===== src/rtl/random_pkg.sv =====
// -----------------------------------------------------------------------------
// random_pkg
//   Shared constants and types for the random-word packing slice.
//   - WORD_WIDTH / DROP_W : default packer word width and dropped-counter width
//   - count_width()       : width of a 0..w fill counter
//   - fill_state_e        : packer status derived from the fill count
//   - debias_phase_e      : which half of a von Neumann pair is expected next
// No ports (package).
// -----------------------------------------------------------------------------
package random_pkg;

    localparam int WORD_WIDTH = 16;
    localparam int DROP_W     = 8;

    // Bits needed to hold every value from 0 to w inclusive.
    function automatic int count_width(input int w);
        return $clog2(w + 1);
    endfunction

    typedef enum logic {
        ST_FILL,   // shift register still collecting bits
        ST_FULL    // shift register holds a complete word awaiting the buffer
    } fill_state_e;

    typedef enum logic {
        PH_FIRST,  // next valid bit opens a pair
        PH_SECOND  // next valid bit closes the pair
    } debias_phase_e;

endpackage


===== src/rtl/vn_debias.sv =====
// -----------------------------------------------------------------------------
// vn_debias
//   Von Neumann debiaser. Valid input bits are taken in pairs; the first bit
//   of each pair is stored, and on the second bit's cycle the pair 10 emits 1
//   and 01 emits 0 (i.e. the stored first bit). Pairs 00 and 11 emit nothing.
//   Only instantiated by random_word_packer when RANDOM_PACKER_DEBIAS_EN is
//   defined.
//
// Ports:
//   clk           in   system clock
//   rst_n         in   asynchronous active-low reset
//   clear         in   synchronous flush back to the reset state
//   bit_in        in   raw serial bit
//   bit_valid     in   bit_in is valid this cycle
//   bit_out       out  debiased bit (meaningful only with bit_out_valid)
//   bit_out_valid out  a debiased bit is emitted this cycle (combinational)
// -----------------------------------------------------------------------------
module vn_debias
    import random_pkg::*;
(
    input  logic clk,
    input  logic rst_n,
    input  logic clear,
    input  logic bit_in,
    input  logic bit_valid,
    output logic bit_out,
    output logic bit_out_valid
);

    debias_phase_e phase, phase_next;
    logic          first_bit;

    // NOTE: state registers use non-blocking assignments so every flop samples
    // pre-edge values regardless of the order the processes are evaluated in.
    always_ff @(posedge clk or negedge rst_n) begin
        if (!rst_n) begin
            phase     <= PH_FIRST;
            first_bit <= 1'b0;
        end else if (clear) begin
            phase     <= PH_FIRST;
            first_bit <= 1'b0;
        end else begin
            phase <= phase_next;
            if (bit_valid && phase == PH_FIRST)
                first_bit <= bit_in;
        end
    end

    // NOTE: every output of this block gets a default before any branch, so
    // no path leaves a signal unassigned and no latch can be inferred.
    always_comb begin
        phase_next    = phase;
        bit_out       = 1'b0;
        bit_out_valid = 1'b0;
        if (bit_valid) begin
            case (phase)
                PH_FIRST: begin
                    phase_next = PH_SECOND;
                end
                PH_SECOND: begin
                    phase_next    = PH_FIRST;
                    // Unequal pair: the first bit is the emitted value.
                    bit_out_valid = (first_bit != bit_in);
                    bit_out       = first_bit;
                end
                default: phase_next = PH_FIRST;
            endcase
        end
    end

endmodule


===== src/rtl/random_word_packer.sv =====
// -----------------------------------------------------------------------------
// random_word_packer
//   Packs a serial pseudo-random bit stream (one bit per strobe) into WIDTH-bit
//   words, first accepted bit in the MSB, and presents them on a valid/ready
//   interface. The in-flight shift register plus a one-word output buffer give
//   one word of slack; bits arriving when both are full are dropped and counted
//   in a saturating counter.
//
//   Optional feature macro: RANDOM_PACKER_DEBIAS_EN
//     defined   : a vn_debias stage filters the input stream before packing;
//                 drops are counted per emitted (debiased) bit.
//     undefined : every valid input bit feeds the packer directly.
//
// Parameters:
//   WIDTH   output word width in bits (>= 2)
//   DROP_W  width of the saturating dropped-bit counter
//
// Ports:
//   clk         in   system clock, all state on rising edge
//   rst_n       in   asynchronous active-low reset
//   clear       in   synchronous flush, same effect as reset
//   bit_in      in   serial random bit
//   bit_valid   in   bit_in is valid this cycle
//   word_out    out  packed word (stable while word_valid && !word_ready)
//   word_valid  out  word_out holds an unconsumed word
//   word_ready  in   consumer accepts word_out this cycle
//   dropped     out  saturating count of discarded input bits
// -----------------------------------------------------------------------------
module random_word_packer
    import random_pkg::*;
#(
    parameter int WIDTH  = WORD_WIDTH,
    parameter int DROP_W = random_pkg::DROP_W
) (
    input  logic              clk,
    input  logic              rst_n,
    input  logic              clear,
    input  logic              bit_in,
    input  logic              bit_valid,
    output logic [WIDTH-1:0]  word_out,
    output logic              word_valid,
    input  logic              word_ready,
    output logic [DROP_W-1:0] dropped
);

    localparam int               CNT_W    = count_width(WIDTH);
    localparam logic [CNT_W-1:0] CNT_FULL = CNT_W'(WIDTH);
    localparam logic [CNT_W-1:0] CNT_ONE  = CNT_W'(1);

    // Bit stream actually offered to the packer.
    logic in_bit;
    logic in_valid;

`ifdef RANDOM_PACKER_DEBIAS_EN
    vn_debias u_debias (
        .clk           (clk),
        .rst_n         (rst_n),
        .clear         (clear),
        .bit_in        (bit_in),
        .bit_valid     (bit_valid),
        .bit_out       (in_bit),
        .bit_out_valid (in_valid)
    );
`else
    assign in_bit   = bit_in;
    assign in_valid = bit_valid;
`endif

    logic [WIDTH-1:0] shift_reg;
    logic [CNT_W-1:0] count;

    fill_state_e fill_state;
    logic        load;     // move the completed word into the output buffer
    logic        accept;   // the offered bit enters the shift register
    logic        drop;     // the offered bit is discarded

    always_comb begin
        fill_state = (count == CNT_FULL) ? ST_FULL : ST_FILL;
        // A complete word moves out when the buffer is empty or draining now.
        load       = (fill_state == ST_FULL) && (!word_valid || word_ready);
        // A load frees the shift register this same edge, so the new bit
        // becomes bit 0 of the next word instead of being dropped.
        accept     = in_valid && ((fill_state == ST_FILL) || load);
        drop       = in_valid && !accept;
    end

    always_ff @(posedge clk or negedge rst_n) begin
        if (!rst_n) begin
            shift_reg  <= '0;
            count      <= '0;
            word_out   <= '0;
            word_valid <= 1'b0;
            dropped    <= '0;
        end else if (clear) begin
            shift_reg  <= '0;
            count      <= '0;
            word_out   <= '0;
            word_valid <= 1'b0;
            dropped    <= '0;
        end else begin
            // Output buffer: a load overrides a same-edge handshake, so a
            // consumed word is replaced with no bubble.
            if (load) begin
                word_out   <= shift_reg;
                word_valid <= 1'b1;
            end else if (word_valid && word_ready) begin
                word_valid <= 1'b0;
            end

            // Stale bits left in shift_reg after a load are harmless: a word
            // is only emitted after WIDTH fresh shifts have pushed them out.
            if (accept)
                shift_reg <= {shift_reg[WIDTH-2:0], in_bit};

            if (load)
                count <= accept ? CNT_ONE : '0;
            else if (accept)
                count <= count + CNT_ONE;

            if (drop && (dropped != '1))
                dropped <= dropped + 1'b1;
        end
    end

endmodule


===== config.mk =====
export PLATFORM = sky130hd
export DESIGN_NAME = random_word_packer
export DESIGN_NICKNAME = d
export VERILOG_FILES = /design/src/rtl/random_pkg.sv /design/src/rtl/vn_debias.sv /design/src/rtl/random_word_packer.sv
export SDC_FILE = /design/constraint.sdc
export NUM_CORES = 1
export LEC_CHECK = 0
export BUFFER_PORTS_ARGS = -buffer_cell sky130_fd_sc_hd__buf_2
export CAP_MARGIN = 20
export CORE_MARGIN = 1.5
export CORE_UTILIZATION = 54
export CTS_BUF_LIST = sky130_fd_sc_hd__clkbuf_4 sky130_fd_sc_hd__clkbuf_8
export DETAILED_ROUTE_END_ITERATION = 10
export PLACE_DENSITY_LB_ADDON = 0.05
export SLEW_MARGIN = 10
export SYNTH_ARGS = -nofsm -noshare
export SYNTH_HDL_FRONTEND = slang
export SYNTH_HIERARCHICAL = 1
export SYNTH_SLANG_ARGS = --single-unit

===== constraint.sdc =====
create_clock -name clk -period 2.7 [get_ports clk]
set_input_delay 0.135 -clock clk [delete_from_list [all_inputs] [get_ports clk]]
set_output_delay 0.135 -clock clk [all_outputs]
set_load 0.01 [all_outputs]

# Word level (Yosys, flattened, before mapping)
# Cells that the tools add are included.
classes:
  n_addsub: 2
  eq_ne: 2
  mux: 14
  bitwise_logic: 1
  n_reduce_logical: 14
ops:
  columns: ["cell", "n"]
  rows:
  - ["16-bit two-way mux", 4]
  - ["8-bit two-way mux", 2]
  - ["5-bit two-way mux", 3]
  - ["8-bit by 1-bit adder with 8-bit output (second input constant)", 1]
  - ["8-bit inequality test (second input constant)", 1]
  - ["2-bit nonzero test", 3]
  - ["3-bit nonzero test", 2]
  - ["5-bit by 1-bit adder with 5-bit output (second input constant)", 1]
  - ["5-bit == test (second input constant)", 1]
  - ["1-bit logical AND", 5]
  - ["1-bit two-way mux", 5]
  - ["1-bit zero test", 2]
  - ["1-bit logical OR", 2]
  - ["1-bit NOT", 1]
word_totals:
  regBits: 46
  in_bits: 6
  wordCells: 38

# Longest topological paths before layout
# Gate-level depths: netlist of run 1.
depth:
  word_depth: 10
  ltp_mapped: 8
  depth_no_buf: 6

# Worst setup path before layout of run 1
# Ideal clock, no wire load.
synth_timing:
  path_type: "register -> register"
  start: "reg count[0]"
  end: "reg shift_reg[10]"
  setup_time_ps: 132
  arrival_ps: 1565
  slack_ps: 1003
  path_stages_with_launch: 9
  synth_period_minus_slack_ps: 1697
  cell_sequence: "dfrtp_1 > inv_1 > ha_1 > nand4bb_1 > o21ai_0 > clkbuf_4 > buf_6 > mux2i_1 > nor2_1"
synth_via:
  elab_chain_cells: 6
  elab_cells_between_ends: 7
  classes_between: "eq/ne: 1; mux: 1; bitwise: 1; reduce/logical: 4"
synth_rtl:
  columns: ["item", "line", "source"]
  rows:
  - ["from (decl)", "random_word_packer.sv:70", "logic [CNT_W-1:0] count;"]
  - ["from (signal assigned)", "random_word_packer.sv:116", "count <= accept ? CNT_ONE : '0;"]
  - ["from (signal assigned)", "random_word_packer.sv:118", "count <= count + CNT_ONE;"]
  - ["5-bit == test *", "random_word_packer.sv:78", "fill_state = (count == CNT_FULL) ? ST_FULL : ST_FILL;"]
  - ["1-bit two-way mux *", "random_word_packer.sv:78", null]
  - ["1-bit logical AND / 1-bit NOT (equally long branches)", "random_word_packer.sv:80, random_word_packer.sv:83", null]
  - ["1-bit logical OR *", "random_word_packer.sv:83", "accept = in_valid && ((fill_state == ST_FILL) || load);"]
  - ["1-bit logical AND *", "random_word_packer.sv:83", null]
  - ["2-bit nonzero test (no source line) *", null, null]
  - ["to (signal assigned)", "random_word_packer.sv:113", "shift_reg <= {shift_reg[WIDTH-2:0], in_bit};"]
  - ["to (decl)", "random_word_packer.sv:69", "logic [WIDTH-1:0] shift_reg;"]
# Every way passes the cells marked *; elsewhere a longest branch is shown, timed or not.
# A chain may end at the register's enable or synchronous reset.

# Worst setup path in the final report of run 1
layout_timing:
  start: "reg count[0]"
  end: "reg dropped[5]"
layout_via:
  elab_chain_cells: 9
  elab_cells_between_ends: 10
  classes_between: "eq/ne: 1; mux: 1; bitwise: 1; reduce/logical: 7"
layout_rtl:
  columns: ["item", "line", "source"]
  rows:
  - ["5-bit == test *", "random_word_packer.sv:78", null]
  - ["1-bit two-way mux *", "random_word_packer.sv:78", null]
  - ["1-bit logical AND / 1-bit NOT (equally long branches)", "random_word_packer.sv:80, random_word_packer.sv:83", null]
  - ["1-bit logical OR *", "random_word_packer.sv:83", null]
  - ["1-bit logical AND *", "random_word_packer.sv:83", null]
  - ["1-bit zero test *", "random_word_packer.sv:84", "drop = in_valid && !accept;"]
  - ["1-bit logical AND *", "random_word_packer.sv:84", null]
  - ["1-bit logical AND *", "random_word_packer.sv:120", "if (drop && (dropped != '1))"]
  - ["2-bit nonzero test (no source line) *", null, null]
  - ["to (signal assigned)", "random_word_packer.sv:121", "dropped <= dropped + 1'b1;"]
  - ["to (decl)", "random_word_packer.sv:43", "output logic [DROP_W-1:0] dropped"]
# Marked as above.

==> summary.txt, run 1 <==
DP Worst Slack = 0.7830 ns
# port buffers = 30
Critical path type = reg2reg
Crit. End Element = flop
Leakage = 1.149 nW
Clock slew at reported path FFs = 0.08 ns
Area leader, netlist = dfrtp_1
Vias in the first global route = 1427
Power per Cell Area = 533.2 nW/µm²
1st-iter DRT viols = 114
Avg Inst Size Synth = 10.12 µm²
Max incr delay on CP = 0.56 ns
Async set or reset register ratio after synthesis = 1.000
Clock Sinks = 46
Num ports = 31
Placed insts = 274
Netlist Area Pre-Place = 2054 µm²
Die H = 64.68 µm
Fin crit period = 1.935 ns
Top-area cell type share of the netlist area = 0.5603
Max Cap Violations = 0
HP Class = in2reg
Final Util = 0.6517
Finished Layout Cells = 284
Most frequent cell after synthesis = dfrtp_1
Final HPWL DP = 2.498 mm
Inserted Diodes = 0
Fin Setup TNS = 0 ns
Top_reg_cell synth = dfrtp_1
Final Wtd Congestion = 0.8094
CTS tree = done
Insertion delay to the later sink of the worst-skew pair = 0.30 ns
Multi-input gate area = 835.8 µm²
Critical path startpoint category = flop
CTS resizes = 0
Register area = 1151 µm²
Overflow left after global routing = 0
TritonRoute pass-1 iters = 4
#FFs+latches synth = 46
Ratio of cells with drive above 1 in the final layout = 0.1949
Crit path buf inv count = 1
Hold Violations, Final = 0
Vias = 1532
Die Span X = 64.68 µm
Nets = 244
Via density = 5.394
Die Area = 4184 µm²
Synth cell types = 35
Tcrit/Tclk final = 0.7166
# Post-CTS Setup Buffers = 0
Crit path max fanout = 14
Antenna violations before repair = 0
Area contributors post-synth = dfrtp_1 (56%), mux2i_1 (8.3%), nand2_1 (7.1%)
Setup WS post-layout = 0.7652 ns
Synthesis Warnings = 6
RSZ-0062 raised after global routing = no
WL/cell = 13.34 µm
Post-synth top cells = dfrtp_1 (46), nand2_1 (39), a21oi_1 (24)
ANT nets after route = 0
Clock Skew = 0.005692 ns
Slew Limit Fails = 0
CP top delay family = simple AND/OR/NAND/NOR gates
Worst VDD drop = 339.9 µV
Starting Density = 0.5612
GR Util All Layers = 0.2037
Synthesis-to-layout area growth = 16.14%
Status = complete, no violations
Final wirelength = 3.788 mm
Synthesized net count = 212
Post-Syn Instances = 203
Root cell of the clock tree = clkbuf_8
Cell Rows = 22
EDFF count, synth = 0
Tightest Pin Transition = 0.6344 ns
Filler cell count in the final layout = 297
Tot Pwr = 1.272 mW
Slew headroom = 0.5760
Worst EP arrival = 2.17 ns
Residual DRC = 0
Required time worst endpoint = 2.93 ns
Seq/Total Area, Yosys = 0.5603
First-pass GRT wire length = 6.479 mm
Largest net degree at the start of global routing = 47
Fmax = 516.8 MHz
Final setup fails = 0
Num CTS Buffers = 5
H-tree depth = 2
Core Box Area = 3661 µm²
CP Cell Sequence = inv_1, ha_1, and4bb_1, nand3_2, or4b_1, a21oi_1
Critical Path Slowest Stage Cell = or4b_1
Clock tree buffer depth = 2
## timing repair
action | CTS | global route
hold buffers | 0 | 1
hold endpoints to repair | 0 | 46
endpoints found under the setup margin | 0 | 0
## worst register-to-register path, delay by kind of cell (launching register included)
kind	cells	cell delay, ns
buffers and inverters	1	0.07
DFF	1	0.43
AOI/OAI and AO/OA	1	0.15
adders and majority gates	1	0.16
and+or+nand+nor	3	1.06
## logic make-up after synthesis
kind of cell | share of synthesized area
buffers and inverters | 0.03471
AND/OR/NAND/NOR | 0.1900
flip-flops | 0.5603
XOR/XNOR | 0.008528
multiplexers | 0.08282
adder cells (fa/ha/maj) | 0.01827
AO/OA/AOI/OAI | 0.1054
## path summary, 6_finish.rpt
check / start / end / slack (ns) / cells past startpoint
worst max-delay path: count[0]$_DFFE_PN0P_ / dropped[5]$_DFFE_PN0P_ / 0.77 / 6
worst min-delay path: bit_in / shift_reg[0]$_DFFE_PN0P_ / 0.1 / 3
worst max register to register: count[0]$_DFFE_PN0P_ / dropped[5]$_DFFE_PN0P_ / 0.77 / 6
worst min register to register: word_out[12]$_DFFE_PN0P_ / word_out[12]$_DFFE_PN0P_ / 0.52 / 2
max in group asynchronous: rst_n / word_out[12]$_DFFE_PN0P_ / 2.04 / 3
min in group asynchronous: rst_n / dropped[4]$_DFFE_PN0P_ / 0.20 / 2
## report_power, final
group / switching [mW] / leakage (nW) / internal [mW]
Combinational: 0.0403 / 0.454 / 0.0214
Sequential: 0.00470 / 0.640 / 0.693
Clock: 0.226 / 0.0548 / 0.286
## layout by cell type (no fill, tap or decap), types with 2 or more instances in the layout
| cell | synthesis | layout |
|---|---|---|
| dfrtp_1 | 46 | 46 |
| nand2_1 | 39 | 39 |
| buf_2 | 3 | 30 |
| a21oi_1 | 24 | 24 |
| nor2_1 | 18 | 18 |
| mux2i_1 | 17 | 17 |
| nand3_1 | 5 | 5 |
| clkbuf_8 | 0 | 5 |
| inv_1 | 4 | 4 |
| nor3_1 | 4 | 4 |
| buf_4 | 0 | 4 |
| o41ai_1 | 3 | 3 |
| ha_1 | 3 | 3 |
| nor2b_1 | 2 | 2 |
| a211oi_1 | 2 | 2 |
| o31ai_1 | 2 | 2 |
| or4_1 | 2 | 2 |
| o311ai_0 | 2 | 2 |
| o21ai_0 | 3 | 2 |
| or3_1 | 2 | 2 |
| xor2_1 | 2 | 2 |
## through the flow
step	hold WS, ns	cell area (µm²)
final	0.09500	2386
after CTS	0.02716	2356
after floorplan	-0.1606	2054
after global routing	0.1095	2386
after global placement	0.3428	2242
after detailed placement	0.3564	2242
## area by class of cell
cell class,count,area share
clock buffers,6,0.03199
flip-flops and latches,46,0.4824
clock inverters,2,0.01573
inverters,4,0.006293
repair buffers,36,0.08810
well taps,48,0.02517
multi-input cells,142,0.3503
## layer usage
layer / GRT usage / wire length (µm) / vias up
met4: 0.09574 / 76 / 0
li1: - / - / 765
met3: 0.04340 / 114 / 7
met5: 0 / 0 / -
met2: 0.3503 / 1889 / 23
met1: 0.2445 / 1708 / 737
(Power assumes the default switching activity.)
==> run 2, diff against run 1 <==
==> constraint.sdc (replaced) <==
create_clock -name clk -period 2 [get_ports clk]
set_input_delay 0.1 -clock clk [delete_from_list [all_inputs] [get_ports clk]]
set_output_delay 0.1 -clock clk [all_outputs]
set_load 0.01 [all_outputs]
==> summary.txt, run 2 (synthesized netlist as in run 1, its figures left out) <==
R2R setup slack = 0.12 ns
Max Cap Violations = 0
Worst EP arrival = 2.09 ns
Clock tree buffer depth = 2
Final HPWL DP = 2.786 mm
Die Area = 4184 µm²
Via density = 5.495
First-pass GRT wire length = 7.189 mm
Core Box Area = 3661 µm²
Hold path start = bit_in
Fin crit period = 1.875 ns
Vias = 1599
Hold EP = shift_reg[0]$_DFFE_PN0P_
Commonest non-fill, non-tap cell in the layout = dfrtp_1
Slew headroom = 0.5544
Die H = 64.68 µm
Clock Sinks = 46
Residual DRC = 0
Final setup fails = 0
Crit. End Element = flop
Worst VDD drop = 516.1 µV
Ratio of cells with drive above 1 in the final layout = 0.2222
Hold Violations, Final = 0
Starting Density = 0.5612
Critical path type = reg2reg
Num CTS Buffers = 5
Final Util = 0.6681
Status = complete, no violations
Vias in the first global route = 1593
Final Wtd Congestion = 0.7977
Critical path startpoint category = flop
Largest net degree at the start of global routing = 34
Antenna violations before repair = 0
Tightest Pin Transition = 0.6684 ns
Inserted Diodes = 0
Required time worst endpoint = 2.21 ns
Overflow left after global routing = 0
Fin Setup TNS = 0 ns
ANT nets after route = 0
Leakage = 1.178 nW
R2R cell count = 6
Most frequent cells in the layout = dfrtp_1 (46), nand2_1 (39), buf_2 (30), a21oi_1 (24), nor2_1 (18)
RR Endpoint = dropped[5]$_DFFE_PN0P_
Hold depth = 3
Die Span X = 64.68 µm
Root cell of the clock tree = clkbuf_8
Filler cell count in the final layout = 304
Tcrit/Tclk final = 0.9377
TritonRoute pass-1 iters = 4
Insertion delay to the later sink of the worst-skew pair = 0.29 ns
Crit path max fanout = 11
# port buffers = 30
Num ports = 31
GR Util All Layers = 0.2250
WL/cell = 13.95 µm
Nets = 251
Clock Skew = 0.004425 ns
Slew Limit Fails = 0
1st-iter DRT viols = 147
H-tree depth = 2
Clock slew at reported path FFs = 0.08 ns
Cell Rows = 22
Final wirelength = 4.060 mm
Power per Cell Area = 705.6 nW/µm²
CTS tree = done
Crit Reg-Reg Startpoint = count[1]$_DFFE_PN0P_
Fmax = 533.2 MHz
Synthesis-to-layout area growth = 19.06%
HP Class = in2reg
-- run 2: routing by layer --
| metal | routed length (µm) | global-route usage |
|---|---|---|
| met5 | 0 | 0 |
| met4 | 36 | 0.06915 |
| met3 | 139 | 0.05382 |
| met2 | 2067 | 0.4010 |
| met1 | 1817 | 0.2695 |
-- run 2: how the worst max path moves through the flow --
stage	start	end	slack (ns)	cells past startpoint
after floorplan	count[0]$_DFFE_PN0P_	shift_reg[10]$_DFFE_PN0P_	0.30	8
final	count[1]$_DFFE_PN0P_	dropped[5]$_DFFE_PN0P_	0.12	6
after detailed placement	count[0]$_DFFE_PN0P_	dropped[5]$_DFFE_PN0P_	0.05	6
after global placement	count[0]$_DFFE_PN0P_	dropped[3]$_DFFE_PN0P_	0.17	6
after global routing	count[1]$_DFFE_PN0P_	dropped[3]$_DFFE_PN0P_	-0.002	6
after CTS	count[0]$_DFFE_PN0P_	dropped[5]$_DFFE_PN0P_	0.03	6
-- run 2: what timing repair did --
item	in CTS	in global routing
buffers inserted	0	5
endpoints found under the hold margin	28	0
gates resized for setup	0	2
hold buffers	1	0
setup endpoints to repair	0	3
-- run 2: power breakdown --
group,internal [mW],switching (mW),total (mW),leakage (nW)
clock,0.386,0.307,0.693,0.0548
sequential,0.936,0.00608,0.942,0.640
combinational,0.0331,0.0574,0.0905,0.483
total,1.36,0.371,1.73,1.18
-- run 2: layout make-up --
cell class	instances	area, µm²	area share
flip-flops and latches	46	1151	0.4706
multi-input cells	142	843.3	0.3448
repair buffers	43	262.8	0.1074
clock buffers	6	76.32	0.03120
well taps	48	60.06	0.02455
clock inverters	2	37.54	0.01535
inverters	4	15.01	0.006138
-- run 2: metrics by stage --
step	hold WS, ns	power [mW]	instances	area [µm²]	setup WS [ns]
final	0.07479	1.726	291	2446	0.1247
after global routing	0.1077	1.792	291	2446	-0.002079
after CTS	0.06782	1.742	286	2401	0.03433
after detailed placement	0.1762	1.047	277	2277	0.05362
after global placement	0.1587	1.043	277	2277	0.1726
after floorplan	-0.1956	1.007	203	2054	0.3034
-- run 2: critical path: stages (launching register included) --
cell	delay (ns)
dfrtp_1	0.41
inv_1	0.08
ha_1	0.15
and4bb_2	0.29
nand3_4	0.15
or4b_1	0.52
a21oi_1	0.19
==> run 3, diff against run 2 <==
--- a/config.mk
+++ b/config.mk
@@ -7,8 +7,10 @@
 export LEC_CHECK = 0
 export BUFFER_PORTS_ARGS = -buffer_cell sky130_fd_sc_hd__buf_2
 export CAP_MARGIN = 20
+export CELL_PAD_IN_SITES_DETAIL_PLACEMENT = 1
+export CELL_PAD_IN_SITES_GLOBAL_PLACEMENT = 1
 export CORE_MARGIN = 1.5
-export CORE_UTILIZATION = 54
+export CORE_UTILIZATION = 45
 export CTS_BUF_LIST = sky130_fd_sc_hd__clkbuf_4 sky130_fd_sc_hd__clkbuf_8
 export DETAILED_ROUTE_END_ITERATION = 10
 export PLACE_DENSITY_LB_ADDON = 0.05
==> summary.txt, run 3 (synthesized netlist as in run 1, its figures left out) <==
Residual DRC = 0
Seq pwr share = 0.507
Die Area = 4980 µm²
Core Box Area = 4384 µm²
Worst VDD drop = 435.6 µV
DP Worst Slack = -0.006940 ns
TritonRoute pass-1 iters = 2
Overflow left after global routing = 0
GR Util All Layers = 0.2046
Switching Fraction = 0.1946
Final Wtd Congestion = 0.7463
Worst EP arrival = 2.12 ns
First-pass GRT wire length = 8.059 mm
Finished Cell Area = 2457 µm²
1st-iter DRT viols = 71
Tot Pwr = 1.860 mW
R2R setup slack = 0.08 ns
Commonest non-fill, non-tap cell in the layout = dfrtp_1
Fin crit period = 1.920 ns
ANT nets after route = 0
Hold path start = bit_in
RR Endpoint = dropped[5]$_DFFE_PN0P_
Crit path max fanout = 10
Hold Violations, Final = 0
Clk pwr share = 0.446
WL/cell = 15.79 µm
Crit Reg-Reg Startpoint = count[0]$_DFFE_PN0P_
Hold depth = 3
Final setup fails = 0
H-tree depth = 2
Insertion delay to the later sink of the worst-skew pair = 0.29 ns
Hold EP = shift_reg[0]$_DFFE_PN0P_
Int Pwr = 1.498 mW
Vias = 1605
CTS tree = done
Via density = 5.497
Root cell of the clock tree = clkbuf_8
Tightest Pin Transition = 0.5776 ns
Vias in the first global route = 1701
Critical path startpoint category = flop
Synthesis-to-layout area growth = 19.61%
Power per Cell Area = 756.9 nW/µm²
# port buffers = 30
Leakage = 1.179 nW
Placed cell areas = 2275 µm²
Setup WS post-layout = 0.08006 ns
Max Cap Violations = 0
Starting Density = 0.4686
Fmax = 520.9 MHz
Final HPWL DP = 3.154 mm
Inserted Diodes = 0
Tcrit/Tclk final = 0.9600
Fin Setup TNS = 0 ns
Num ports = 31
Ratio of cells with drive above 1 in the final layout = 0.2125
Cell Rows = 24
Required time worst endpoint = 2.20 ns
Critical path type = reg2reg
Clock Skew = 0.008730 ns
Slew Limit Fails = 0
Num CTS Buffers = 5
Die Span X = 70.57 µm
Nets = 248
Final Util = 0.5605
Slew headroom = 0.6149
R2R cell count = 6
Clock Sinks = 46
Status = complete, no violations
Crit. End Element = flop
Most frequent cells in the layout = dfrtp_1 (46), nand2_1 (39), buf_2 (30), a21oi_1 (24), nor2_1 (18)
Logic pwr share = 0.047
Final wirelength = 4.611 mm
Clock slew at reported path FFs = 0.08 ns
RSZ-0062 raised after global routing = no
Largest net degree at the start of global routing = 47
HP Class = in2reg
Clock tree buffer depth = 2
Sw power = 0.3619 mW
Antenna violations before repair = 0
Die H = 70.57 µm
-- run 3: how the worst max path moves through the flow --
stage | from | end | slack (ns) | depth (start not counted)
floorplan | count[0]$_DFFE_PN0P_ | shift_reg[10]$_DFFE_PN0P_ | 0.30 | 8
global placement | count[0]$_DFFE_PN0P_ | dropped[3]$_DFFE_PN0P_ | 0.16 | 6
detailed placement | count[0]$_DFFE_PN0P_ | dropped[5]$_DFFE_PN0P_ | -0.007 | 6
CTS | count[0]$_DFFE_PN0P_ | dropped[5]$_DFFE_PN0P_ | 0.04 | 6
global route | count[1]$_DFFE_PN0P_ | dropped[3]$_DFFE_PN0P_ | 0.02 | 6
finish | count[0]$_DFFE_PN0P_ | dropped[5]$_DFFE_PN0P_ | 0.08 | 6
-- run 3: area by class of cell --
| cell class | instances | area [µm²] |
|---|---|---|
| sequential | 46 | 1151 |
| clock inverter | 2 | 60.06 |
| inverter | 4 | 15.01 |
| tap | 52 | 65.06 |
| multi-input combinational | 142 | 843.3 |
| timing repair buffer | 40 | 240.2 |
| fill | 501 | 1927 |
| clock buffer | 6 | 82.58 |
-- run 3: worst max-delay path, cell delays in order (launching register included) --
cell      delay [ns]
dfrtp_1         0.42
inv_1           0.08
ha_1            0.16
and4bb_2        0.30
nand3_4         0.14
or4b_1          0.53
a21oi_1         0.21
-- run 3: layer usage --
metal / vias up / part of all wire / routed length [µm] / track usage
met5: - / 0 / 0 / 0
li1: 769 / - / - / -
met2: 24 / 0.52 / 2391 / 0.3480
met1: 803 / 0.44 / 2019 / 0.2640
met3: 9 / 0.028 / 130 / 0.04416
met4: 0 / 0.015 / 69 / 0.06499
-- run 3: repair_timing --
| item | CTS | global route |
|---|---|---|
| resized for setup | 1 | 1 |
| endpoints found under the setup margin | 1 | 3 |
| hold buffers | 1 | 0 |
| setup buffers | 0 | 3 |
| endpoints found under the hold margin | 46 | 0 |
-- run 3: power groups by stage --
| stage | clock network (mW) | registers, mW | logic [mW] |
|---|---|---|---|
| 5_1_grt | 0.894 | 0.945 | 0.0981 |
| 2_1_floorplan | 0 | 0.960 | 0.0471 |
| 3_5_place_dp | 0 | 0.962 | 0.0880 |
| 6_report | 0.830 | 0.943 | 0.0865 |
| 4_1_cts | 0.856 | 0.943 | 0.0898 |
| 3_3_place_gp | 0 | 0.960 | 0.0829 |
-- run 3: per-stage QoR --
stage | instances | hold slack [ns]
floorplan | 203 | -0.1956
global placement | 280 | 0.2141
detailed placement | 280 | 0.2279
CTS | 289 | 0.06508
global route | 292 | 0.06427
finish | 292 | 0.06622
